==> src/rtl/load_store_unit32_if.sv <==
// Core-side request/response bundle of load_store_unit32.
// The master modport is the execute stage; the slave modport is the LSU.
interface load_store_unit32_if;
  logic        req_valid;
  logic        req_ready;
  logic        req_we;
  logic [2:0]  req_funct3;
  logic [31:0] req_addr;
  logic [31:0] req_wdata;
  logic        resp_valid;
  logic [31:0] resp_rdata;
  logic        resp_err;

  modport master (
    output req_valid, req_we, req_funct3, req_addr, req_wdata,
    input  req_ready, resp_valid, resp_rdata, resp_err
  );

  modport slave (
    input  req_valid, req_we, req_funct3, req_addr, req_wdata,
    output req_ready, resp_valid, resp_rdata, resp_err
  );
endinterface

==> src/rtl/load_store_unit32.sv <==
// RV32I load/store unit over word-only data_memory32; sub-word stores by read-modify-write. Load/SW 2, SB/SH 3, error 1 cycle after accept.
// One request in flight (req_ready only in IDLE), response pulse has no backpressure; LSU_BOUNDS_CHECK_EN adds out-of-range errors.
module load_store_unit32 #(
  parameter int DEPTH = 1024
) (
  input  logic                clk,
  input  logic                rst_n,
  load_store_unit32_if.slave  lsu,
  output logic                o_mem_we,
  output logic [31:0]         o_mem_addr,
  output logic [31:0]         o_mem_wdata,
  input  logic [31:0]         i_mem_rdata
);

  typedef enum logic [1:0] {
    S_IDLE = 2'd0,
    S_RD   = 2'd1,
    S_WR   = 2'd2,
    S_RESP = 2'd3
  } state_t;

  state_t      r_state;
  state_t      w_state_nxt;

  logic        r_we;
  logic [2:0]  r_f3;
  logic [1:0]  r_lane;
  logic [31:0] r_idx;
  logic [31:0] r_wdata;
  logic [31:0] r_word;
  logic [31:0] r_rdata;
  logic        r_err;

  logic        w_accept;
  logic        w_bad_f3;
  logic        w_misalign;
  logic        w_oob;
  logic        w_err;
  logic [7:0]  w_byte;
  logic [15:0] w_half;
  logic [31:0] w_ext;
  logic [31:0] w_merge;

  assign w_accept = lsu.req_valid && (r_state == S_IDLE);

  always_comb begin
    w_bad_f3 = 1'b0;
    if (lsu.req_we)
      w_bad_f3 = !(lsu.req_funct3 inside {3'b000, 3'b001, 3'b010});
    else
      w_bad_f3 = !(lsu.req_funct3 inside {3'b000, 3'b001, 3'b010, 3'b100, 3'b101});
  end

  assign w_misalign = ((lsu.req_funct3[1:0] == 2'b01) && lsu.req_addr[0]) ||
                      ((lsu.req_funct3[1:0] == 2'b10) && (lsu.req_addr[1:0] != 2'b00));

`ifdef LSU_BOUNDS_CHECK_EN
  assign w_oob = ({2'b00, lsu.req_addr[31:2]} >= 32'(DEPTH));
`else
  assign w_oob = 1'b0;
`endif

  assign w_err = w_bad_f3 || w_misalign || w_oob;

  always_ff @(posedge clk or negedge rst_n) begin
    if (!rst_n) r_state <= S_IDLE;
    else        r_state <= w_state_nxt;
  end

  always_comb begin
    w_state_nxt = r_state;
    case (r_state)
      S_IDLE: begin
        if (w_accept) begin
          if (w_err)
            w_state_nxt = S_RESP;
          else if (lsu.req_we && (lsu.req_funct3[1:0] == 2'b10))
            w_state_nxt = S_WR;
          else
            w_state_nxt = S_RD;
        end
      end
      S_RD:    w_state_nxt = r_we ? S_WR : S_RESP;
      S_WR:    w_state_nxt = S_RESP;
      S_RESP:  w_state_nxt = S_IDLE;
      default: w_state_nxt = S_IDLE;
    endcase
  end

  assign w_byte = i_mem_rdata[{r_lane, 3'b000} +: 8];
  assign w_half = r_lane[1] ? i_mem_rdata[31:16] : i_mem_rdata[15:0];

  always_comb begin
    w_ext = 32'h0;
    case (r_f3)
      3'b000:  w_ext = {{24{w_byte[7]}}, w_byte};
      3'b001:  w_ext = {{16{w_half[15]}}, w_half};
      3'b010:  w_ext = i_mem_rdata;
      3'b100:  w_ext = {24'h0, w_byte};
      3'b101:  w_ext = {16'h0, w_half};
      default: w_ext = 32'h0;
    endcase
  end

  // Store data merged into the word captured in RD; SW ignores the capture.
  always_comb begin
    w_merge = r_word;
    case (r_f3[1:0])
      2'b00:   w_merge[{r_lane, 3'b000} +: 8]     = r_wdata[7:0];
      2'b01:   w_merge[{r_lane[1], 4'b0000} +: 16] = r_wdata[15:0];
      default: w_merge = r_wdata;
    endcase
  end

  always_ff @(posedge clk or negedge rst_n) begin
    if (!rst_n) begin
      r_we    <= 1'b0;
      r_f3    <= 3'b000;
      r_lane  <= 2'b00;
      r_idx   <= 32'h0;
      r_wdata <= 32'h0;
      r_word  <= 32'h0;
      r_rdata <= 32'h0;
      r_err   <= 1'b0;
    end else begin
      if (w_accept) begin
        r_we    <= lsu.req_we;
        r_f3    <= lsu.req_funct3;
        r_lane  <= lsu.req_addr[1:0];
        r_idx   <= {2'b00, lsu.req_addr[31:2]} % 32'(DEPTH);
        r_wdata <= lsu.req_wdata;
        r_rdata <= 32'h0;
        r_err   <= w_err;
      end
      if (r_state == S_RD) begin
        r_word <= i_mem_rdata;
        if (!r_we) r_rdata <= w_ext;
      end
    end
  end

  // Decoded from the state flop so an asynchronous reset drops the write strobe at once.
  assign o_mem_we       = (r_state == S_WR);
  assign o_mem_addr     = r_idx;
  assign o_mem_wdata    = w_merge;
  assign lsu.req_ready  = (r_state == S_IDLE);
  assign lsu.resp_valid = (r_state == S_RESP);
  assign lsu.resp_rdata = r_rdata;
  assign lsu.resp_err   = r_err;

endmodule

==> src/flat_wrapper.sv <==
// flat-port wrapper written by rule: the top's interface ports become plain ports
module load_store_unit32_flat 
#(
  parameter int DEPTH = 1024
)
  (clk, rst_n, o_mem_we, o_mem_addr, o_mem_wdata, i_mem_rdata, lsu_req_valid, lsu_req_we, lsu_req_funct3, lsu_req_addr, lsu_req_wdata, lsu_req_ready, lsu_resp_valid, lsu_resp_rdata, lsu_resp_err);
  load_store_unit32_if lsu_i ();
  input  logic clk;
  input  logic rst_n;
  output logic o_mem_we;
  output logic [31:0] o_mem_addr;
  output logic [31:0] o_mem_wdata;
  input  logic [31:0] i_mem_rdata;
  input wire logic [$bits(lsu_i.req_valid)-1:0] lsu_req_valid;
  input wire logic [$bits(lsu_i.req_we)-1:0] lsu_req_we;
  input wire logic [$bits(lsu_i.req_funct3)-1:0] lsu_req_funct3;
  input wire logic [$bits(lsu_i.req_addr)-1:0] lsu_req_addr;
  input wire logic [$bits(lsu_i.req_wdata)-1:0] lsu_req_wdata;
  output wire logic [$bits(lsu_i.req_ready)-1:0] lsu_req_ready;
  output wire logic [$bits(lsu_i.resp_valid)-1:0] lsu_resp_valid;
  output wire logic [$bits(lsu_i.resp_rdata)-1:0] lsu_resp_rdata;
  output wire logic [$bits(lsu_i.resp_err)-1:0] lsu_resp_err;
  assign lsu_i.req_valid = lsu_req_valid;
  assign lsu_i.req_we = lsu_req_we;
  assign lsu_i.req_funct3 = lsu_req_funct3;
  assign lsu_i.req_addr = lsu_req_addr;
  assign lsu_i.req_wdata = lsu_req_wdata;
  assign lsu_req_ready = lsu_i.req_ready;
  assign lsu_resp_valid = lsu_i.resp_valid;
  assign lsu_resp_rdata = lsu_i.resp_rdata;
  assign lsu_resp_err = lsu_i.resp_err;
  load_store_unit32 #(.DEPTH(DEPTH)) u_core (.clk(clk), .rst_n(rst_n), .lsu(lsu_i), .o_mem_we(o_mem_we), .o_mem_addr(o_mem_addr), .o_mem_wdata(o_mem_wdata), .i_mem_rdata(i_mem_rdata));
endmodule
==> config.mk <==
export PLATFORM = sky130hd
export DESIGN_NAME = load_store_unit32_flat
export DESIGN_NICKNAME = d
export VERILOG_FILES = /design/src/rtl/load_store_unit32_if.sv /design/src/rtl/load_store_unit32.sv /design/src/flat_wrapper.sv
export SDC_FILE = /design/constraint.sdc
export NUM_CORES = 1
export LEC_CHECK = 0
export ABC_AREA = 1
export CAP_MARGIN = 40
export CORE_ASPECT_RATIO = 1.5
export CORE_MARGIN = 4
export CORE_UTILIZATION = 65
export CTS_BUF_LIST = sky130_fd_sc_hd__clkbuf_8
export DETAILED_ROUTE_END_ITERATION = 7
export DONT_BUFFER_PORTS = 1
export GPL_ROUTABILITY_DRIVEN = 0
export PLACE_DENSITY = 0.81
export SLEW_MARGIN = 20
export SYNTH_ARGS = -nofsm -noshare
export SYNTH_HDL_FRONTEND = slang
export SYNTH_SLANG_ARGS = --single-unit
==> constraint.sdc <==
create_clock -name clk -period 4.33 [get_ports clk]
set_input_delay 1.299 -clock clk [delete_from_list [all_inputs] [get_ports clk]]
set_output_delay 1.299 -clock clk [all_outputs]
set_load 0.02 [all_outputs]
* Word level (Yosys, flattened, before mapping) *
Index checks and enable logic that the tools add are counted.

storage, ports and cells
  flip-flop bits (word level) = 115
  bits of input ports = 103
  word-level logic and storage cells = 60

operators by class
  $add $sub $neg = 2
  eq/ne operators = 15
  shift operators = 5
  muxes and demuxes = 14
  reductions and logical operators = 15

operators with widths
  operator                                                                 number
  32-bit one-hot mux with 5 select lines                                   1
  32-bit two-way mux                                                       3
  32-bit bitwise mux                                                       2
  32-bit one-hot mux with 2 select lines                                   1
  16-bit by 7-bit variable shift with 32-bit output, first input constant  1
  8-bit by 7-bit variable shift with 32-bit output, first input constant   1
  16-bit by 7-bit variable part select with 32-bit output                  1
  32-bit by 6-bit variable part select with 8-bit output                   1
  8-bit by 7-bit variable part select with 32-bit output                   1
  16-bit two-way mux                                                       1
  5-bit negation with 7-bit output                                         2
  3-bit equality test, second input constant                               4
  2-bit one-hot mux with 4 select lines                                    1
  2-bit by 1-bit equality test with 1-bit output, second input constant    3
  2-bit equality test, second input constant                               3
  3-bit by 1-bit equality test with 1-bit output, second input constant    2
  3-bit by 2-bit equality test with 1-bit output, second input constant    2
  3-bit zero test                                                          2
  2-bit two-way mux                                                        3
  5-bit nonzero test                                                       1
  1-bit logical AND                                                        4
  2-bit zero test                                                          2
  3-bit nonzero test                                                       1
  1-bit zero test                                                          2
  other kinds (4)                                                          6

* Longest topological paths before layout *
Gate-level depths: netlist (run 1).

  depth after elaboration = 8
  depth in mapped cells = 11
  depth with buffers taken out = 9

* Worst setup path before layout (run 1) *
Ideal clock, no wire load.

  path type = reg2out
  start point = register u_core.r_lane[1]
  end point = output port o_mem_wdata[10]
  arrival = 1.905 ns
  required time = 3.031 ns
  path slack = 1.126 ns
  stages on the path, launching flop included = 11
  cells stage by stage = dfrtp_1 -> buf_6 -> inv_4 -> buf_2 -> buf_2 -> ha_1 -> clkbuf_1 -> nand2_1 -> o22ai_1 -> nand2_1 -> nand3_1

between the ends
  cells in the longest elaborated chain, start to end = 4
  elaborated cells on any way between the ends = 9
  classes of those cells = add/sub: 2; shift: 4; mux: 3

ends and longest elaborated chain
  element                                                                                line                                                source
  start, declared                                                                        load_store_unit32.sv:27                             logic [1:0] r_lane;
  start signal, assigned                                                                 load_store_unit32.sv:129                            r_lane <= lsu.req_addr[1:0];
  5-bit negation with 7-bit output (on tied branches)                                    load_store_unit32.sv:110, load_store_unit32.sv:109
  16-bit by 7-bit variable part select with 32-bit output, or another cell as far along  load_store_unit32.sv:110                            2'b01: w_merge[{r_lane[1], 4'b0000} +: 16] = r_wdata[15:0];
  32-bit bitwise mux (on tied branches)                                                  load_store_unit32.sv:110, load_store_unit32.sv:109
  32-bit one-hot mux with 2 select lines (*)                                             load_store_unit32.sv:108                            case (r_f3[1:0])
  end, declared                                                                          flat_wrapper.sv:12                                  output logic [31:0] o_mem_wdata;

Every way passes the cells marked *; elsewhere a longest branch is shown, timed or not.

* Final worst setup path (run 1) *
  start point = register u_core.r_lane[0]
  end point = output port o_mem_wdata[23]

between the ends
  cells in the longest elaborated chain, start to end = 4
  elaborated cells on any way between the ends = 5
  classes of those cells = add/sub: 1; shift: 2; mux: 2

ends and longest elaborated chain
  element                                                                                                                            line                      source
  5-bit negation with 7-bit output (*)                                                                                               load_store_unit32.sv:109  2'b00: w_merge[{r_lane, 3'b000} +: 8] = r_wdata[7:0];
  8-bit by 7-bit variable part select with 32-bit output / 8-bit by 7-bit variable shift with 32-bit output (equally long branches)  load_store_unit32.sv:109
  32-bit bitwise mux (*)                                                                                                             load_store_unit32.sv:109
  32-bit one-hot mux with 2 select lines (*)                                                                                         load_store_unit32.sv:108

Marked as above.

==> key figures, run 1 <==
Status
  – Status: finished clean

Logic synthesis
  – Prevailing post-synth register cell: dfrtp_1
  – Netlist cell types: 28
  – Proportion of synthesized flip-flops having asynchronous set or reset: 100%
  – Gate Count Post-Synth: roughly 970
  – Synthesized area divided by synthesized cell count: between 6 and 7 um2
  – Number of flops mapped to enable cells by yosys: 0
  – Most frequently used cell type in the post-synthesis netlist: nand2_1
  – Leading cell types by total area after synthesis: dfrtp_1, nand2_1, nand3_1
  – Register area share after synthesis: 43.1%
  – Synth Cell Area: between 0.006 and 0.007 mm2
  – Synth cell count leaders: nand2_1, dfrtp_1, nand3_1
  – Cell type with the largest total area after synthesis: dfrtp_1
  – Synthesis Warnings: 0
  – Share of the synthesized area in the top cell type: a little over two fifths
  – Number of synthesized register bits: roughly 120

Worst setup path
  – Kind of end point of the critical path: primary output
  – Cell breakdown of the critical path: inv_1, ha_1, inv_1, nor2_1, nand3_1, o22ai_1, nand2_1, nand2_1
  – Crit path launch type: register
  – Highest net fanout along the worst path: 17
  – Critical-path top delay cell: dfrtp_1
  – Data required time at the worst endpoint: between 3 and 4 ns
  – Arrival time at the worst endpoint: between 2 and 3 ns
  – Worst path max stage delay: roughly 0.74 ns
  – Kind of cell adding the most delay to the critical path: flip-flops
  – Setup Crit Path Kind: register to primary output
  – Number of buffer and inverter stages on the critical path: 2

Route
  – Number of detailed-routing iterations run before antenna repair: 6
  – Initial detailed-routing violation count: 473
  – Antenna viol nets, final: 0
  – Remaining design rule violation count: 0
  – Vias after detailed routing: just over 6000
  – Drt via density: between 5 and 6
  – Total wire length after detailed routing: roughly 18 mm
  – DR WL/cell: roughly 16 um

Cells and area
  – Area delta synth->final: 4.93%
  – Fraction of layout cells with a size suffix above 1: between 6 and 7%
  – Final layout net count: 1061
  – Total area of sequential cells: around 0.0029 mm2
  – Count of inserted antenna diode cells: 0
  – # fillers: 887
  – Area used by multi-input combinational logic: between 0.003 and 0.004 mm2

Power
  – Leak Pwr: 3.88 nW
  – Power density of the placed cells: approximately 850 mW/mm2
  – Maximum resistive drop on vdd: about 0.0004 V
  – Total power consumption of the routed design: ~0.0060 W

Timing
  – Max Slew Vio Count: 0
  – Final setup margin: about 0.29 ns
  – Headroom to the max-slew limit: 47.5%
  – Worst slew pin tran: a little under 0.8 ns
  – Number of failing setup endpoints in the final timing report: 0
  – Final Cycle Share: between 90% and 100%
  – Post-route minimum period: 4.04 ns
  – Peak Freq: approximately 250 MHz
  – Clock Skews: approximately 0.0046 ns
  – Number of hold violations in the final report: 0
  – Aggregate negative setup slack: 0 ns
  – Setup repair after global routing missed its margin: no

CTS
  – Reg clk slew, reported paths: about 0.070 ns
  – Number of clock sinks: around 120
  – CTS max path bufs: 2
  – Clock insertion delay at the later pin of the skew report: between 0.4 and 0.5 ns
  – Number of CTS-inserted buffers: 17
  – TritonCTS clock tree: yes
  – Hold buffer count at CTS: 0
  – Library cell used as clock root buffer: clkbuf_8
  – Number of resized instances in the post-cts repair step: 0
  – Post-CTS repair timing setup buffer count: 0
  – Maximum level of the CTS H-tree: 4

GRT
  – Remaining global-route overflow: 0
  – Pin count of the biggest net entering global routing: roughly 120
  – Number of global-route vias before repair: 5610
  – Number of antenna violations at the first check in global routing: 0
  – Total global-route track usage: between 30% and 40%
  – Global-route wire length before repair: ~29 mm

Die
  – Y dimension of the die: approximately 130 um
  – Count of standard-cell rows: between 40 and 50
  – Die area: 0.0120 mm2
  – Num ports: roughly 200
  – Area of the core: slightly above 0.01 mm2
  – Die X-Extent: around 91 um
  – Effective utilization at floorplan: between 60% and 70%

Placement
  – Pre-CTS setup slack: ~0.83 ns
  – Count of buffers inserted at the top-level ports: 0
  – Placed wire-length estimate: about 13 mm

Run
  – Max-Cap Viols: 0

Min path
  – Path type of the worst min-delay path: register to register
-- flip-flops by register name, summed over array words and instances, names as in the netlist --
signal and count:
u_core.lsu.resp_err 1, u_core.r_state 2, u_core.lsu.resp_rdata 32, u_core.r_we 1
u_core.r_word 32, u_core.r_f3 3, u_core.o_mem_addr 10, u_core.r_lane 2
u_core.r_wdata 32
-- worst min-delay path: stages, from the launching register on --
cell	delay, ns
dfrtp_1	0.34
nand2_1	0.05
nand2_1	0.05
-- power breakdown --
group          switching, W  total (W)  internal (W)  leakage [nW]
clock              0.000425    0.00103      0.000605         0.219
combinational       0.00201    0.00283      0.000819          2.20
sequential         0.000573    0.00211       0.00154          1.46
total               0.00301    0.00597       0.00296          3.88
-- worst paths after layout --
check,endpoint,start,depth (start not counted),slack [ns]
worst max-delay path,o_mem_wdata[23],u_core.r_lane[0]$_DFFE_PN0P_,8,0.29
worst min-delay path,u_core.r_wdata[27]$_DFFE_PN0P_,u_core.r_wdata[27]$_DFFE_PN0P_,2,0.48
worst max register to register,u_core.lsu.resp_rdata[4]$_DFF_PN0_,u_core.r_state[1]$_DFFE_PN0P_,8,1.89
worst min register to register,u_core.r_wdata[27]$_DFFE_PN0P_,u_core.r_wdata[27]$_DFFE_PN0P_,2,0.48
max in group asynchronous,u_core.r_wdata[7]$_DFFE_PN0P_,rst_n,0,3.58
min in group asynchronous,u_core.r_word[6]$_DFFE_PN0N_,rst_n,0,0.55
-- layout make-up --
cell class	count	share of cell area (%)
clock buffer	20	3.93
clock inverter	12	1.95
inverter	82	4.43
multi-input combinational	718	45.0
sequential	115	41.1
tap	117	2.09
timing repair buffer	14	1.50
-- cell families (layout without fill, tap and decap cells) --
family	Yosys count	after routing	share of synthesized area, %
and+or+nand+nor	583	583	35.6
buffers and inverters	154	128	10.9
DFF	115	115	43.1
AOI/OAI and AO/OA	103	103	8.41
adders and majority gates	10	10	1.87
other	1	22	0.0562
-- routing by layer --
metal | GRT usage (%) | part of all wire [%] | up-vias
li1 | - | - | 2951
met4 | 13.8 | 3.8 | 0
met3 | 10.4 | 11 | 53
met1 | 36.8 | 37 | 2744
met2 | 47.6 | 48 | 317
met5 | 0 | 0 | -
-- per-stage QoR --
stage	std cells	hold WS (ns)	util [%]	instance area, um2
2_1_floorplan	987	0.449	-	6760
3_3_place_gp	1046	0.464	65.4	6590
3_5_place_dp	1046	0.469	65.4	6590
4_1_cts	1078	0.486	69.5	7010
5_1_grt	1078	0.504	69.5	7010
6_report	1078	0.482	69.5	7010
-- cell usage in the layout, fill, tap and decap left out, types with 2 or more instances in the layout --
master	instances
nand2_1	459
dfrtp_1	114
nand3_1	94
inv_1	78
o21ai_0	59
o22ai_1	23
conb_1	22
clkbuf_8	20
a21oi_1	17
buf_4	14
nor2_1	13
ha_1	9
clkinv_2	7
nor2_2	5
nand2_2	5
inv_2	3
bufinv_16	3
a22oi_1	2
nand4_1	2
nor2_4	2
(Power assumes the default switching activity.)
==> run 2: changes to the inputs <==
--- a/config.mk
+++ b/config.mk
@@ -10,7 +10,6 @@
 export CORE_ASPECT_RATIO = 1.5
 export CORE_MARGIN = 4
 export CORE_UTILIZATION = 65
-export CTS_BUF_LIST = sky130_fd_sc_hd__clkbuf_8
 export DETAILED_ROUTE_END_ITERATION = 7
 export DONT_BUFFER_PORTS = 1
 export GPL_ROUTABILITY_DRIVEN = 0
==> constraint.sdc (replaced) <==
create_clock -name clk -period 4.33 [get_ports clk]
set_input_delay 1.299 -clock clk [delete_from_list [all_inputs] [get_ports clk]]
set_output_delay 1.299 -clock clk [all_outputs]
set_load 0.005 [all_outputs]
==> run 2 against run 1 <==
Combinational power down 14%. Non-clock buffer count down 8. Core utilization up 1.1 points. Maximum frequency up 4.4%. Die area unchanged. Setup slack better by 0.17 ns. Critical endpoint unchanged. Count of clock-buffer cells in the layout down 1. Wire length up 0.52%.
==> key figures, run 2 (synthesis gave the netlist of run 1 again) <==
Timing
  – Headroom to the max-slew limit: around half
  – Worst slew pin tran: between 0.7 and 0.8 ns
  – Max Slew Vio Count: 0
  – Number of hold violations in the final report: 0
  – Peak Freq: 258 MHz
  – Clock Skews: between 0.006 and 0.007 ns
  – Aggregate negative setup slack: 0 ns
  – Setup repair after global routing missed its margin: no
  – Hold Worst Slack: 0.478 ns
  – Number of failing setup endpoints in the final timing report: 0
  – Post-route minimum period: 3.87 ns
  – Final Cycle Share: 89.4%

Placement
  – Placed wire-length estimate: about 13 mm
  – Count of buffers inserted at the top-level ports: 0

Power
  – Switching power of the nets: 0.00257 W
  – Total power consumption of the routed design: between 0.005 and 0.006 W
  – Switching power share of the total: 44.9%
  – Sequential fraction of design power: between 30% and 40%
  – Leak Pwr: ~3.9 nW
  – Maximum resistive drop on vdd: roughly 0.00043 V
  – Part of the power in the clock network: a little under a quarter
  – Internal cell power: 0.00315 W
  – Power density of the placed cells: a little over 800 mW/mm2
  – Logic gate share of total power: 42.7%

Worst setup path
  – Kind of end point of the critical path: primary output
  – Data required time at the worst endpoint: between 3 and 4 ns
  – R2R depth: 8
  – Destination of the worst register-to-register timing path: u_core.lsu.resp_rdata[30]$_DFF_PN0_
  – Crit path launch type: register
  – Setup Crit Path Kind: register to primary output
  – Register-to-register path setup slack: roughly 1.8 ns
  – Highest net fanout along the worst path: 17
  – R2r startpoint: u_core.r_state[1]$_DFFE_PN0P_
  – Arrival time at the worst endpoint: 2.57 ns

GRT
  – Pin count of the biggest net entering global routing: between 100 and 150
  – Remaining global-route overflow: 0
  – Number of antenna violations at the first check in global routing: 0
  – Number of global-route vias before repair: about 5600
  – Total global-route track usage: between 30% and 40%
  – Global-route wire length before repair: 28.9 mm

Cells and area
  – Total area of sequential cells: between 0.002 and 0.003 mm2
  – Area used by multi-input combinational logic: about 0.0032 mm2
  – # fillers: approximately 860
  – Fraction of layout cells with a size suffix above 1: under 10%
  – Core occupancy in the finished layout: a little over two thirds
  – Leading cell types in the layout, fill and taps excluded: nand2_1, dfrtp_1, nand3_1
  – Leading cell type in the layout, fill and taps excluded: nand2_1
  – Count of inserted antenna diode cells: 0
  – Final layout net count: ~1100
  – Area delta synth->final: 6.54%

Route
  – Initial detailed-routing violation count: ~380
  – Drt via density: between 5 and 6
  – Antenna viol nets, final: 0
  – Number of detailed-routing iterations run before antenna repair: 5
  – Total wire length after detailed routing: between 15 and 20 mm
  – Vias after detailed routing: between 5000 and 6000
  – Remaining design rule violation count: 0
  – DR WL/cell: approximately 17 um

Run
  – Max-Cap Viols: 0

CTS
  – Number of CTS-inserted buffers: 17
  – TritonCTS clock tree: yes
  – Post-CTS repair timing setup buffer count: 0
  – Maximum level of the CTS H-tree: 4
  – Hold buffer count at CTS: 0
  – Clock insertion delay at the later pin of the skew report: ~0.40 ns
  – Reg clk slew, reported paths: approximately 0.05 ns
  – Number of resized instances in the post-cts repair step: 0
  – Number of clock sinks: 115
  – Library cell used as clock root buffer: clkbuf_16
  – CTS max path bufs: 2

Die
  – Num ports: 203
  – Y dimension of the die: roughly 130 um
  – Count of standard-cell rows: 45
  – Die X-Extent: 90.8 um
  – Effective utilization at floorplan: around 66%
  – Area of the core: slightly above 0.01 mm2
  – Die area: around 0.012 mm2

Min path
  – Min-Delay Startpoint: u_core.r_wdata[28]$_DFFE_PN0P_
  – Cell depth of the worst min-delay path: 2
  – Path type of the worst min-delay path: register to register
  – Worst min-delay path endpoint: u_core.r_wdata[28]$_DFFE_PN0P_

Status
  – Status: finished clean
-- run 2: cell types whose count changed in the layout (fill, tap and decap cells not counted), moves of 3 or more --
cell | previous run | this run
buf_4 | 14 | 6
clkbuf_16 | 0 | 17
clkbuf_8 | 20 | 1
clkinv_2 | 7 | 4
clkinv_4 | 0 | 3
clkinvlp_4 | 1 | 4
-- run 2: final cells by class --
class	count	share of cell area, %
Tap cell	117	2.06
Multi-Input combinational cell	718	44.3
Timing Repair Buffer	6	0.633
Inverter	82	4.36
Clock inverter	13	1.92
Clock buffer	19	6.23
Sequential cell	115	40.5
-- run 2: how the worst max path moves through the flow --
stage,to,start,slack (ns)
floorplan,o_mem_wdata[10],u_core.r_lane[1]$_DFFE_PN0P_,1.23
global placement,o_mem_wdata[16],u_core.r_lane[0]$_DFFE_PN0P_,0.95
detailed placement,o_mem_wdata[18],u_core.r_lane[0]$_DFFE_PN0P_,0.94
CTS,o_mem_wdata[23],u_core.r_lane[0]$_DFFE_PN0P_,0.49
global route,o_mem_wdata[23],u_core.r_lane[0]$_DFFE_PN0P_,0.29
finish,o_mem_wdata[23],u_core.r_lane[0]$_DFFE_PN0P_,0.46
-- run 2: metrics by stage --
step | area (um2) | setup slack (ns) | std cells
after floorplan | 6760 | 1.23 | 987
after global placement | 6530 | 0.954 | 1038
after detailed placement | 6530 | 0.944 | 1038
after CTS | 7110 | 0.487 | 1070
after global routing | 7110 | 0.290 | 1070
final | 7110 | 0.457 | 1070
-- run 2: metal layers --
metal / global-route usage, % / share of wire [%] / vias to the layer above
li1: - / - / 2938
met3: 10.2 / 9.9 / 64
met2: 47.3 / 47 / 277
met1: 37.0 / 38 / 2696
met4: 15.2 / 4.5 / 0
met5: 0 / 0 / -
-- run 2: critical path: stages, from the launching register on --
cell	delay [ns]
dfrtp_1	0.70
inv_1	0.27
ha_1	0.34
inv_1	0.05
nor2_1	0.13
nand3_1	0.27
o22ai_1	0.21
nand2_1	0.09
nand2_1	0.10
-- run 2: power groups by stage --
stage / combinational [W] / sequential (W) / clock [W]
2_1_floorplan: 0.00204 / 0.00179 / 0
3_3_place_gp: 0.00236 / 0.00193 / 0
3_5_place_dp: 0.00241 / 0.00194 / 0
4_1_cts: 0.00243 / 0.00194 / 0.00136
5_1_grt: 0.00282 / 0.00198 / 0.00142
6_report: 0.00244 / 0.00194 / 0.00134
==> run 3: changes to the inputs <==
--- a/config.mk
+++ b/config.mk
@@ -10,9 +10,11 @@
 export CORE_ASPECT_RATIO = 1.5
 export CORE_MARGIN = 4
 export CORE_UTILIZATION = 65
+export CTS_BUF_LIST = sky130_fd_sc_hd__clkbuf_2
 export DETAILED_ROUTE_END_ITERATION = 7
 export DONT_BUFFER_PORTS = 1
 export GPL_ROUTABILITY_DRIVEN = 0
+export GPL_TIMING_DRIVEN = 0
 export PLACE_DENSITY = 0.81
 export SLEW_MARGIN = 20
 export SYNTH_ARGS = -nofsm -noshare
==> run 3 against run 2 <==
First-iteration DRC count up 33%. Via count increased by 6.0%. Maximum frequency is 5.7% lower. Hold slack got worse by 0.24 ns. Non-clock buffer count is 64 higher. Sequential power fell by 3%. Clock power decreased by 44%. Core utilization is 0.58 points higher. Register-to-register slack better by 0.35 ns. Critical path depth grew 2. Highest routed layer unchanged.
==> key figures, run 3 (synthesis gave the netlist of run 1 again) <==
Status
  – Status: finished clean

Power
  – Maximum resistive drop on vdd: about 0.00042 V
  – Leak Pwr: 3.98 nW
  – Power density of the placed cells: around 750 mW/mm2

Worst setup path
  – Arrival time at the worst endpoint: 2.81 ns
  – Kind of end point of the critical path: primary output
  – Crit path launch type: register
  – Setup Crit Path Kind: register to primary output
  – Data required time at the worst endpoint: ~3 ns
  – Highest net fanout along the worst path: 15

GRT
  – Total global-route track usage: ~33%
  – Global-route wire length before repair: between 30 and 40 mm
  – M3 GR Usage: between 10% and 20%
  – Remaining global-route overflow: 0
  – Number of antenna violations at the first check in global routing: 1
  – Met2 Track Usage GR: between 50% and 60%
  – Pin count of the biggest net entering global routing: between 100 and 150
  – GR Util met1: a little under two fifths
  – Number of global-route vias before repair: 5995
  – Most crowded layer after global routing: met2

Die
  – Die X-Extent: between 90 and 100 um
  – Y dimension of the die: 132 um
  – Effective utilization at floorplan: between 60% and 70%
  – Area of the core: between 0.01 and 0.015 mm2
  – Die area: about 0.012 mm2
  – Count of standard-cell rows: 45
  – Num ports: just over 200

Timing
  – Final setup margin: approximately 0.22 ns
  – Final Cycle Share: 94.9%
  – Headroom to the max-slew limit: between 50% and 60%
  – Setup repair after global routing missed its margin: no
  – Number of hold violations in the final report: 0
  – Clock Skews: about 0.024 ns
  – Peak Freq: 243 MHz
  – Number of failing setup endpoints in the final timing report: 0
  – Worst slew pin tran: about 0.68 ns
  – Aggregate negative setup slack: 0 ns
  – Post-route minimum period: a little over 4 ns
  – Max Slew Vio Count: 0

CTS
  – Maximum level of the CTS H-tree: 4
  – TritonCTS clock tree: yes
  – Number of CTS-inserted buffers: 17
  – Library cell used as clock root buffer: clkbuf_2
  – Reg clk slew, reported paths: about 0.20 ns
  – Number of clock sinks: approximately 120
  – CTS max path bufs: 2
  – Clock insertion delay at the later pin of the skew report: a little over 0.7 ns
  – Post-CTS repair timing setup buffer count: 0

Route
  – DR WL/cell: between 15 and 20 um
  – Vias after detailed routing: 6332
  – Drt via density: 5.58
  – Total wire length after detailed routing: ~19 mm
  – Initial detailed-routing violation count: around 500
  – Number of detailed-routing iterations run before antenna repair: 5
  – Antenna viol nets, final: 0
  – Remaining design rule violation count: 0

Cells and area
  – # fillers: 895
  – Area delta synth->final: 7.42%
  – Area used by multi-input combinational logic: around 0.0032 mm2
  – Total area of sequential cells: 0.00288 mm2
  – Leading cell types in the layout, fill and taps excluded: nand2_1, dfrtp_1, nand3_1
  – Fraction of layout cells with a size suffix above 1: just under 10%
  – Leading cell type in the layout, fill and taps excluded: nand2_1
  – Non-filler instance count after layout: roughly 1100
  – Final layout net count: 1117

Placement
  – Count of buffers inserted at the top-level ports: 0
  – Placed wire-length estimate: about 15 mm
  – Pre-CTS setup slack: 0.665 ns
  – Number of instances in the placed design: between 1000 and 1500

Min path
  – Path type of the worst min-delay path: input pin to asynchronous set/reset pin

Run
  – Max-Cap Viols: 0
run 3: power breakdown:
| part | leakage (nW) | total (W) | switching, W | internal (W) |
|---|---|---|---|---|
| combinational | 2.39 | 0.00273 | 0.00186 | 0.000872 |
| clock | 0.133 | 0.000753 | 0.000440 | 0.000314 |
| sequential | 1.46 | 0.00188 | 0.000346 | 0.00153 |
| total | 3.98 | 0.00536 | 0.00264 | 0.00272 |
run 3: stage by stage:
step,hold slack [ns],total power (W),area (um2),utilization [%]
3_3_place_gp,0.464,0.00449,6900,68.5
5_1_grt,0.198,0.00584,7170,71.2
6_report,0.235,0.00536,7170,71.2
4_1_cts,0.218,0.00531,7150,70.9
2_1_floorplan,0.449,0.00383,6760,-
3_5_place_dp,0.467,0.00456,6900,68.5
run 3: timing repair:
item / in CTS / in global routing
resized for setup: 0 / 8
hold buffers: 0 / 0
endpoints found under the setup margin: 8 / 22
run 3: final timing paths:
kind | start | to | slack, ns | cells past startpoint
worst max-delay path | u_core.r_lane[1]$_DFFE_PN0P_ | o_mem_wdata[15] | 0.22 | 10
worst min-delay path | rst_n | u_core.lsu.resp_rdata[14]$_DFF_PN0_ | 0.24 | 0
worst max register to register | u_core.r_state[0]$_DFFE_PN0P_ | u_core.lsu.resp_rdata[18]$_DFF_PN0_ | 2.18 | 7
worst min register to register | u_core.r_wdata[31]$_DFFE_PN0P_ | u_core.r_wdata[31]$_DFFE_PN0P_ | 0.50 | 2
max in group asynchronous | rst_n | u_core.r_lane[0]$_DFFE_PN0P_ | 3.93 | 0
min in group clk | u_core.r_wdata[31]$_DFFE_PN0P_ | u_core.r_wdata[31]$_DFFE_PN0P_ | 0.50 | 2
run 3: cell type report:
class,count,share of cell area [%]
clock inverters,15,2.32
plain buffers,70,5.77
well taps,117,2.04
clock buffers,17,1.19
flip-flops and latches,115,40.1
inverters,82,4.38
diodes,1,0.0349
multi-input cells,718,44.1
run 3: critical path, cell delays in order, from the launching register on:
cell	delay (ns)
dfrtp_1	0.44
buf_6	0.16
inv_4	0.09
buf_4	0.20
ha_1	0.29
inv_1	0.06
nor2_1	0.16
nand2_1	0.24
o22ai_1	0.23
nand2_1	0.08
nand3_1	0.14
run 3: metal layers:
metal,wire [um],up-vias
li1,-,3066
met1,6900,2838
met2,9180,348
met3,1960,80
met4,1140,0
met5,0,-
